**config.mk**
```make
export PLATFORM = sky130hd
export DESIGN_NAME = prga
export DESIGN_NICKNAME = d
export VERILOG_FILES = /design/src/rtl/prga.sv
export SDC_FILE = /design/constraint.sdc
export NUM_CORES = 1
export LEC_CHECK = 0
export CORE_ASPECT_RATIO = 0.9
export CORE_MARGIN = 2
export CORE_UTILIZATION = 50
export DETAILED_ROUTE_END_ITERATION = 12
export PLACE_DENSITY = 0.72
export SYNTH_ARGS = -nofsm -noshare
export SYNTH_HDL_FRONTEND = slang
export SYNTH_SLANG_ARGS = --single-unit
export TNS_END_PERCENT = 10
```
**constraint.sdc**
```tcl
create_clock -name clk -period 2.52 [get_ports clk]
set_input_delay 0.504 -clock clk [delete_from_list [all_inputs] [get_ports clk]]
set_output_delay 0.504 -clock clk [all_outputs]
set_load 0.005 [all_outputs]
```
**src/rtl/prga.sv**
```systemverilog
// rtl/prga.sv - ARC4 pseudo-random generation stage: decrypts length-prefixed CT into PT using S.
// Optional keystream tap ports ks_byte/ks_valid enabled by `define PRGA_KS_OUT_EN.
module prga #(
  parameter int MAX_LEN = 255
) (
  input  logic       clk,
  input  logic       rst_n,
  input  logic       en,
  output logic       rdy,
  output logic [7:0] s_addr,
  input  logic [7:0] s_rddata,
  output logic [7:0] s_wrdata,
  output logic       s_wren,
  output logic [7:0] ct_addr,
  input  logic [7:0] ct_rddata,
  output logic [7:0] pt_addr,
  output logic [7:0] pt_wrdata,
  output logic       pt_wren
`ifdef PRGA_KS_OUT_EN
  ,
  output logic [7:0] ks_byte,
  output logic       ks_valid
`endif
);

  localparam logic [7:0] MAX_LEN_B = 8'(MAX_LEN);

  typedef enum logic [4:0] {
    IDLE,
    RD_LEN,
    WAIT_LEN,
    CAP_LEN,
    WR_LEN,
    RD_SI,
    WAIT_SI,
    CAP_SI,
    RD_SJ,
    WAIT_SJ,
    CAP_SJ,
    WR_SI,
    WR_SJ,
    RD_PAD,
    WAIT_PAD,
    CAP_PAD,
    WR_PT,
    DONE
  } state_t;

  state_t state, state_next;

  logic [7:0] i, j, len, si, sj, pad, ctb;
  logic [8:0] k;

  always_ff @(posedge clk or negedge rst_n) begin
    if (!rst_n) state <= IDLE;
    else        state <= state_next;
  end

  always_comb begin
    state_next = state;
    case (state)
      IDLE:     if (en) state_next = RD_LEN;
      RD_LEN:   state_next = WAIT_LEN;
      WAIT_LEN: state_next = CAP_LEN;
      CAP_LEN:  state_next = WR_LEN;
      WR_LEN:   state_next = (len == 8'd0) ? DONE : RD_SI;
      RD_SI:    state_next = WAIT_SI;
      WAIT_SI:  state_next = CAP_SI;
      CAP_SI:   state_next = RD_SJ;
      RD_SJ:    state_next = WAIT_SJ;
      WAIT_SJ:  state_next = CAP_SJ;
      CAP_SJ:   state_next = WR_SI;
      WR_SI:    state_next = WR_SJ;
      WR_SJ:    state_next = RD_PAD;
      RD_PAD:   state_next = WAIT_PAD;
      WAIT_PAD: state_next = CAP_PAD;
      CAP_PAD:  state_next = WR_PT;
      WR_PT:    state_next = (k == {1'b0, len}) ? DONE : RD_SI;
      DONE:     state_next = IDLE;
      default:  state_next = IDLE;
    endcase
  end

  // Every output is a register loaded from the state being left, so it shows up one cycle later.
  always_ff @(posedge clk or negedge rst_n) begin
    if (!rst_n) begin
      rdy       <= 1'b1;
      s_addr    <= 8'd0;
      s_wrdata  <= 8'd0;
      s_wren    <= 1'b0;
      ct_addr   <= 8'd0;
      pt_addr   <= 8'd0;
      pt_wrdata <= 8'd0;
      pt_wren   <= 1'b0;
      i         <= 8'd0;
      j         <= 8'd0;
      k         <= 9'd0;
      len       <= 8'd0;
      si        <= 8'd0;
      sj        <= 8'd0;
      pad       <= 8'd0;
      ctb       <= 8'd0;
`ifdef PRGA_KS_OUT_EN
      ks_byte   <= 8'd0;
      ks_valid  <= 1'b0;
`endif
    end else begin
      s_wren  <= 1'b0;
      pt_wren <= 1'b0;
`ifdef PRGA_KS_OUT_EN
      ks_valid <= 1'b0;
`endif
      case (state)
        IDLE: begin
          if (en) rdy <= 1'b0;
        end
        RD_LEN: begin
          ct_addr <= 8'd0;
        end
        CAP_LEN: begin
          len <= (ct_rddata > MAX_LEN_B) ? MAX_LEN_B : ct_rddata;
          i   <= 8'd0;
          j   <= 8'd0;
          k   <= 9'd1;
        end
        WR_LEN: begin
          pt_addr   <= 8'd0;
          pt_wrdata <= len;
          pt_wren   <= 1'b1;
        end
        RD_SI: begin
          i      <= i + 8'd1;
          s_addr <= i + 8'd1;
        end
        CAP_SI: begin
          si <= s_rddata;
          j  <= j + s_rddata;
        end
        RD_SJ: begin
          s_addr <= j;
        end
        CAP_SJ: begin
          sj <= s_rddata;
        end
        // When i==j the WR_SJ write lands last and leaves si in place, as ARC4 requires.
        WR_SI: begin
          s_addr   <= i;
          s_wrdata <= sj;
          s_wren   <= 1'b1;
        end
        WR_SJ: begin
          s_addr   <= j;
          s_wrdata <= si;
          s_wren   <= 1'b1;
        end
        RD_PAD: begin
          s_addr  <= si + sj;
          ct_addr <= k[7:0];
        end
        CAP_PAD: begin
          pad <= s_rddata;
          ctb <= ct_rddata;
        end
        WR_PT: begin
          pt_addr   <= k[7:0];
          pt_wrdata <= pad ^ ctb;
          pt_wren   <= 1'b1;
          if (k != {1'b0, len}) k <= k + 9'd1;
`ifdef PRGA_KS_OUT_EN
          ks_byte  <= pad;
          ks_valid <= 1'b1;
`endif
        end
        DONE: begin
          rdy <= 1'b1;
        end
        default: ;
      endcase
    end
  end

endmodule

```
==> results of run 1 <==
[power breakdown]
| part | internal (mW) | leakage [nW] | total (mW) | switching [mW] |
|---|---|---|---|---|
| combinational | 1.58 | 1.48 | 3.10 | 1.52 |
| sequential | 2.46 | 1.44 | 3.14 | 0.682 |
| clock | 1.51 | 0.291 | 2.33 | 0.815 |
| total | 5.55 | 3.21 | 8.57 | 3.01 |
[logic make-up (layout without fill, tap and decap cells)]
family,after synthesis,in the layout,synth area share
flops,113,113,0.505
xor+xnor,35,35,0.0547
mux,48,48,0.0927
buf+inv,24,114,0.0223
fa+ha+maj,18,18,0.0429
compound gates,110,110,0.131
simple gates,178,178,0.152
[cells in the mapped netlist (4+ instances only)]
library cell	number	area share
nand3_1	14	0.013
nor2_2	4	0.0045
mux2_2	31	0.062
a21o_1	8	0.011
xnor2_1	5	0.0078
nor2_1	38	0.025
mux2i_1	17	0.030
a221oi_1	4	0.0063
a22o_1	20	0.031
inv_1	6	0.0040
nand2b_1	6	0.0067
nor3_1	9	0.0080
ha_1	16	0.036
a21oi_1	16	0.014
nor2b_1	8	0.0089
nand4_1	5	0.0056
buf_4	4	0.0054
xor2_1	30	0.047
dfrtp_1	112	0.50
and3_1	7	0.0078
buf_2	10	0.0089
o21ai_0	36	0.032
nand2_1	69	0.046
[cell type report]
cell class / instances / share of cell area
Sequential cell: 113 / 0.403
Multi-Input combinational cell: 389 / 0.377
Clock inverter: 10 / 0.0159
Timing Repair Buffer: 78 / 0.107
Inverter: 6 / 0.00321
Clock buffer: 20 / 0.0665
Tap cell: 152 / 0.0271
[through the flow]
stage	util	instances	area (um2)	hold slack [ns]	power, mW
after floorplan	-	526	5600	0.208	5.05
after global placement	0.593	738	6430	0.471	6.10
after detailed placement	0.593	738	6430	0.480	6.22
after CTS	0.646	768	7010	0.197	8.58
after global routing	0.646	768	7020	0.217	9.10
final	0.646	768	7020	0.163	8.57
[worst min path at each step]
stage / start / end / slack (ns) / cells after the start
3_5_place_dp: s_addr[0] / s_addr[0] / 0.48 / 2
3_3_place_gp: s_addr[0] / s_addr[0] / 0.47 / 2
4_1_cts: rst_n / s_wrdata[2] / 0.20 / 2
2_1_floorplan: rst_n / ct_addr[0] / 0.21 / 0
5_1_grt: rst_n / s_wrdata[3] / 0.22 / 2
6_report: rst_n / s_wrdata[3] / 0.16 / 2
[worst reg2reg max path, stage by stage (launching register included)]
cell and delay (ns):
dfrtp_1 0.41, ha_1 0.22, fa_1 0.40, a21o_1 0.17, a21o_1 0.20, a21oi_2 0.14, nor2b_1 0.07, or3_1 0.30
a32o_1 0.25
[routing by layer]
layer	global-route usage	routed length, um	vias up
li1	-	-	2043
met1	0.342	6210	2110
met2	0.349	6170	128
met3	0.0513	662	14
met4	0.0809	159	0
met5	0	0	-
[placed cells by master, fill, tap and decap left out, drive strengths merged, types with 4 or more instances in the layout]
master / n
nand2: 69
nand2b: 6
a221oi: 4
nand4: 5
clkbuf: 20
a21oi: 16
mux2: 31
a31oi: 4
a21o: 8
nor2b: 8
nor2: 42
inv: 6
o21ai: 38
xor2: 30
dfrtp: 112
nor3: 12
buf: 18
ha: 16
clkinv: 8
clkdlybuf4s50: 60
xnor2: 5
nand3: 14
a22o: 20
and3: 7
mux2i: 17
[what timing repair did]
item,4_1_cts,5_1_grt
setup buffers,0,0
hold buffers,0,0
resized for setup,0,1
setup endpoints to repair,0,1
==> run metrics, run 1 <==
Crit Path Class in2reg; initial drt markers 264; GPL Wtd Cong 0.874; final-layout fill cell count between 800 and 900; Slowest Stage Delay on Critical Path 0.43 ns; initial antenna violation count 0; reg2reg path depth 8; core area 0.0109 mm2; first-pass GRT wire length 22000 um; asr flop ratio synth 1.00; fmax 0.411 GHz; area of the multi-input gates roughly 0.0026 mm2; critical path cell sequence clkdlybuf4s50_1 > ha_1 > fa_1 > a21o_1 > a21o_1 > a21oi_2 > nor2b_1 > or3_1 > a32o_1; unrepaired setup endpoints after global routing no; nets@finish 642; PortBufs 61; later-pin clock latency in the skew report 0.41 ns; PwrDens 1220 mW/mm2; WP buf/inv 1; global route overflow 0; CP delay by family, top compound AO/OA/AOI/OAI gates; Clock Root Buffer clkbuf_16; DRC Markers 0; n_diodes 0; Num CTS Buffers 17; Final period util 0.965; CTS tree yes; actual slew at the worst max-slew pin 0.719 ns; CP Data Arrival Time 2.72 ns; Critical Path Start s_rddata[0]; clk buf depth 2; R2R Path Start j[0]; Levels on crit path 9; setup TNS 0 ns; area delta synth->final 25.3%; Maximum Capacitance Violations 0; CP max stage cell clkdlybuf4s50_1; synth warn 0; Setup crit end j[6]; Worst Path Max Fanout 2; CP Capture Type register; Top FF cell, synth dfrtp_1; startpoint type of the worst setup path primary input; largest net degree at the start of global routing around 110; final worst-path setup slack 0.0884 ns; DP HPWL ~9100 um; Total GRT Usage 0.236; CP dominant cell by count a21o_1; skew final 0.00822 ns; Peak VDD IR 0.720 mV; die area between 0.01 and 0.015 mm2; Biggest register k; flop-to-flop setup slack around 0.22 ns; final antenna-violating net count 0; I/O pin cnt between 60 and 70; mean post-synth cell area 10.6 um2; Syn Std Cell Area 0.00560 mm2; endpoints failing hold 0; Worst Hold Class in2async; DR vias 4295; Seq. cell area 0.00283 mm2; die width 116 um; # clock sinks roughly 110; vias in the first global route 4290; Pre-Repair DR Iteration Count 5; outcome complete, no violations; worst r2r dst j[6]; Syn Inst Count between 500 and 600; H-tree lvl count 4; std cell rows 36; fraction of layout cells with a size suffix above 1 0.149; sequential share of the synthesized area 0.505; synth unique cells 54; vias per cell roughly 5.6; Final Critical Period 2.43 ns; WL/cell between 15 and 20 um; Post-synth EDFFs 0; final setup violation count 0; leakage 3.21 nW; CTS clock-pin slew for the worst setup and hold paths roughly 0.05 ns; Die Ht 104 um; synthesized flop and latch total 113; Req. time, crit path 2.80 ns; Syn Nets 563; Max transition margin 0.519; initial core utilization 0.516; routed wire length 13200 um; worst slack, placed -0.338 ns; max FFs per register 9; Max Slew Vio Count 0
(Power assumes the default switching activity.)
==> run 2: changes to the inputs <==
--- a/config.mk
+++ b/config.mk
@@ -7,9 +7,8 @@
 export LEC_CHECK = 0
 export CORE_ASPECT_RATIO = 0.9
 export CORE_MARGIN = 2
-export CORE_UTILIZATION = 50
+export CORE_UTILIZATION = 40
 export DETAILED_ROUTE_END_ITERATION = 12
-export PLACE_DENSITY = 0.72
 export SYNTH_ARGS = -nofsm -noshare
 export SYNTH_HDL_FRONTEND = slang
 export SYNTH_SLANG_ARGS = --single-unit
==> run metrics, run 2 (synthesized netlist as in run 1, its figures left out) <==
Crit Path Class in2reg (unchanged); vias per cell 5.45 (was 5.59); Total GRT Usage 0.196 (was 0.236); Worst Path Max Fanout 2 (unchanged); std cell rows 41 (was 36); PortBufs 61 (unchanged); Worst Hold Class in2async (unchanged); post_cts resized 0 (unchanged); nets@finish 644 (was 642); setup bufs post-CTS 0 (unchanged); largest net degree at the start of global routing 41 (was 114); first-pass GRT wire length 22300 um (was 22000 um); final antenna-violating net count 0 (unchanged); WL/cell 17.2 um (about the same); die width 129 um (was 116 um); CTS clock-pin slew for the worst setup and hold paths 0.05 ns (about the same); most common cell after layout, fill and taps aside dfrtp_1 (unchanged); CP Capture Type register (unchanged); # clock sinks 113 (unchanged); sequential share of power 0.352 (was 0.366); Seq. cell area 0.00283 mm2 (unchanged); GPL Wtd Cong 0.852 (was 0.874); max FFs per register 9 (unchanged); endpoints failing hold 0 (unchanged); startpoint type of the worst setup path primary input (unchanged); actual slew at the worst max-slew pin 0.705 ns (was 0.719 ns); unrepaired setup endpoints after global routing no (unchanged); commonest non-fill, non-tap cells in the layout dfrtp_1, nand2_1, clkdlybuf4s50_1 (unchanged); area of the multi-input gates 0.00265 mm2 (about the same); final setup violation count 0 (unchanged); Final period util 0.941 (was 0.965); routed wire length 13600 um (was 13200 um); skew final 0.00670 ns (was 0.00822 ns); Pre-Repair DR Iteration Count 5 (unchanged); CP Data Arrival Time 2.67 ns (was 2.72 ns); Sw Ratio 0.341 (was 0.352); fraction of layout cells with a size suffix above 1 0.150 (was 0.149); final-layout fill cell count 1222 (was 855); I/O pin cnt 62 (unchanged); Final Critical Period 2.37 ns (was 2.43 ns); clock share of power 0.298 (was 0.272); Biggest register k (unchanged); cell total after placement 760 (was 738); n_diodes 0 (unchanged); DR vias 4316 (was 4295); initial antenna violation count 0 (unchanged); die area 0.0150 mm2 (was 0.0121 mm2); later-pin clock latency in the skew report 0.41 ns (about the same); power share of the combinational group 0.350 (was 0.362); Peak VDD IR 0.607 mV (was 0.720 mV); initial drt markers 301 (was 264); core area 0.0139 mm2 (was 0.0109 mm2); fmax 0.422 GHz (was 0.411 GHz); DP HPWL 9700 um (was 9140 um); initial core utilization 0.404 (was 0.516); Die Ht 116 um (was 104 um); PwrDens 1250 mW/mm2 (was 1220 mW/mm2); hold_ws 0.0587 ns (was 0.163 ns); DRC Markers 0 (unchanged); H-tree lvl count 4 (unchanged); leakage 3.25 nW (was 3.21 nW); Max transition margin 0.528 (was 0.519); Req. time, crit path 2.82 ns (was 2.80 ns); Maximum Capacitance Violations 0 (unchanged); Max Slew Vio Count 0 (unchanged); clk buf depth 2 (unchanged); cts hold-fix bufs 0 (unchanged); Post-Layout Cell Count 792 (was 768); Clock Root Buffer clkbuf_16 (unchanged); outcome complete, no violations (unchanged); CTS tree yes (unchanged); global route overflow 0 (unchanged); Num CTS Buffers 17 (unchanged); Sw Pwr 3.05 mW (was 3.01 mW); area delta synth->final 27.6% (was 25.3%); Internal 5.88 mW (was 5.55 mW); vias in the first global route 4301 (was 4290)
## run 2: changes by cell type in the layout (fill, tap and decap cells not counted)
cell        previous run  this run
inv_6                  0         1
a21oi_2                1         0
clkinv_4               3         0
bufinv_16              2         5
clkbuf_1               0         3
a21oi_1               15        16
ha_1                  16        15
clkinv_2               5         2
buf_4                 17        18
clkinvlp_4             0         1
buf_12                 1         2
ha_2                   0         1
## run 2: layer usage
metal	part of all wire	vias to the layer above	wire length, um	track usage
met5	0	-	0	0
met4	0.015	0	211	0.0674
met3	0.050	15	688	0.0559
met2	0.45	123	6160	0.284
met1	0.48	2133	6580	0.282
li1	-	2045	-	-
## run 2: worst max-delay path, cell delays in order
cell and delay, ns:
clkdlybuf4s50_1 0.44, ha_2 0.21, fa_1 0.39, a21o_1 0.17, a21o_1 0.19, a21oi_1 0.14
nor2b_1 0.06, or3_1 0.31, a32o_1 0.26
## run 2: through the flow
stage               total power, mW  utilization  setup TNS [ns]  cell area [um2]  worst slack [ns]
floorplan                      5.05            -               0             5600             0.245
global placement               6.18        0.468          -0.284             6490            -0.284
detailed placement             6.27        0.468          -0.319             6490            -0.319
CTS                            8.97        0.516               0             7140             0.115
global route                   9.50        0.516               0             7140            0.0265
finish                         8.92        0.516               0             7140             0.149
## run 2: final timing paths
| kind | from | end | slack, ns | cells past startpoint |
|---|---|---|---|---|
| min in group clk | s_addr[0] | s_addr[0] | 0.49 | 2 |
| setup / recovery | s_rddata[0] | j[6] | 0.15 | 9 |
| setup reg to reg | j[0] | j[6] | 0.28 | 8 |
| hold / removal | rst_n | s_wrdata[3] | 0.06 | 1 |
| max in group asynchronous | rst_n | rdy | 1.80 | 2 |
| hold reg to reg | s_addr[0] | s_addr[0] | 0.49 | 2 |
## run 2: power groups by stage
stage          Clock, mW  Combinational [mW]  Sequential, mW
3_3_place_gp           0                3.04            3.14
2_1_floorplan          0                2.17            2.88
5_1_grt             2.80                3.46            3.24
4_1_cts             2.70                3.13            3.14
6_report            2.66                3.12            3.14
3_5_place_dp           0                3.11            3.16
## run 2: cell type report
| cell class | instances | share of cell area |
|---|---|---|
| multi-input combinational | 389 | 0.371 |
| tap | 172 | 0.0301 |
| clock buffer | 23 | 0.0669 |
| clock inverter | 9 | 0.0247 |
| sequential | 113 | 0.396 |
| timing repair buffer | 80 | 0.109 |
| inverter | 6 | 0.00315 |
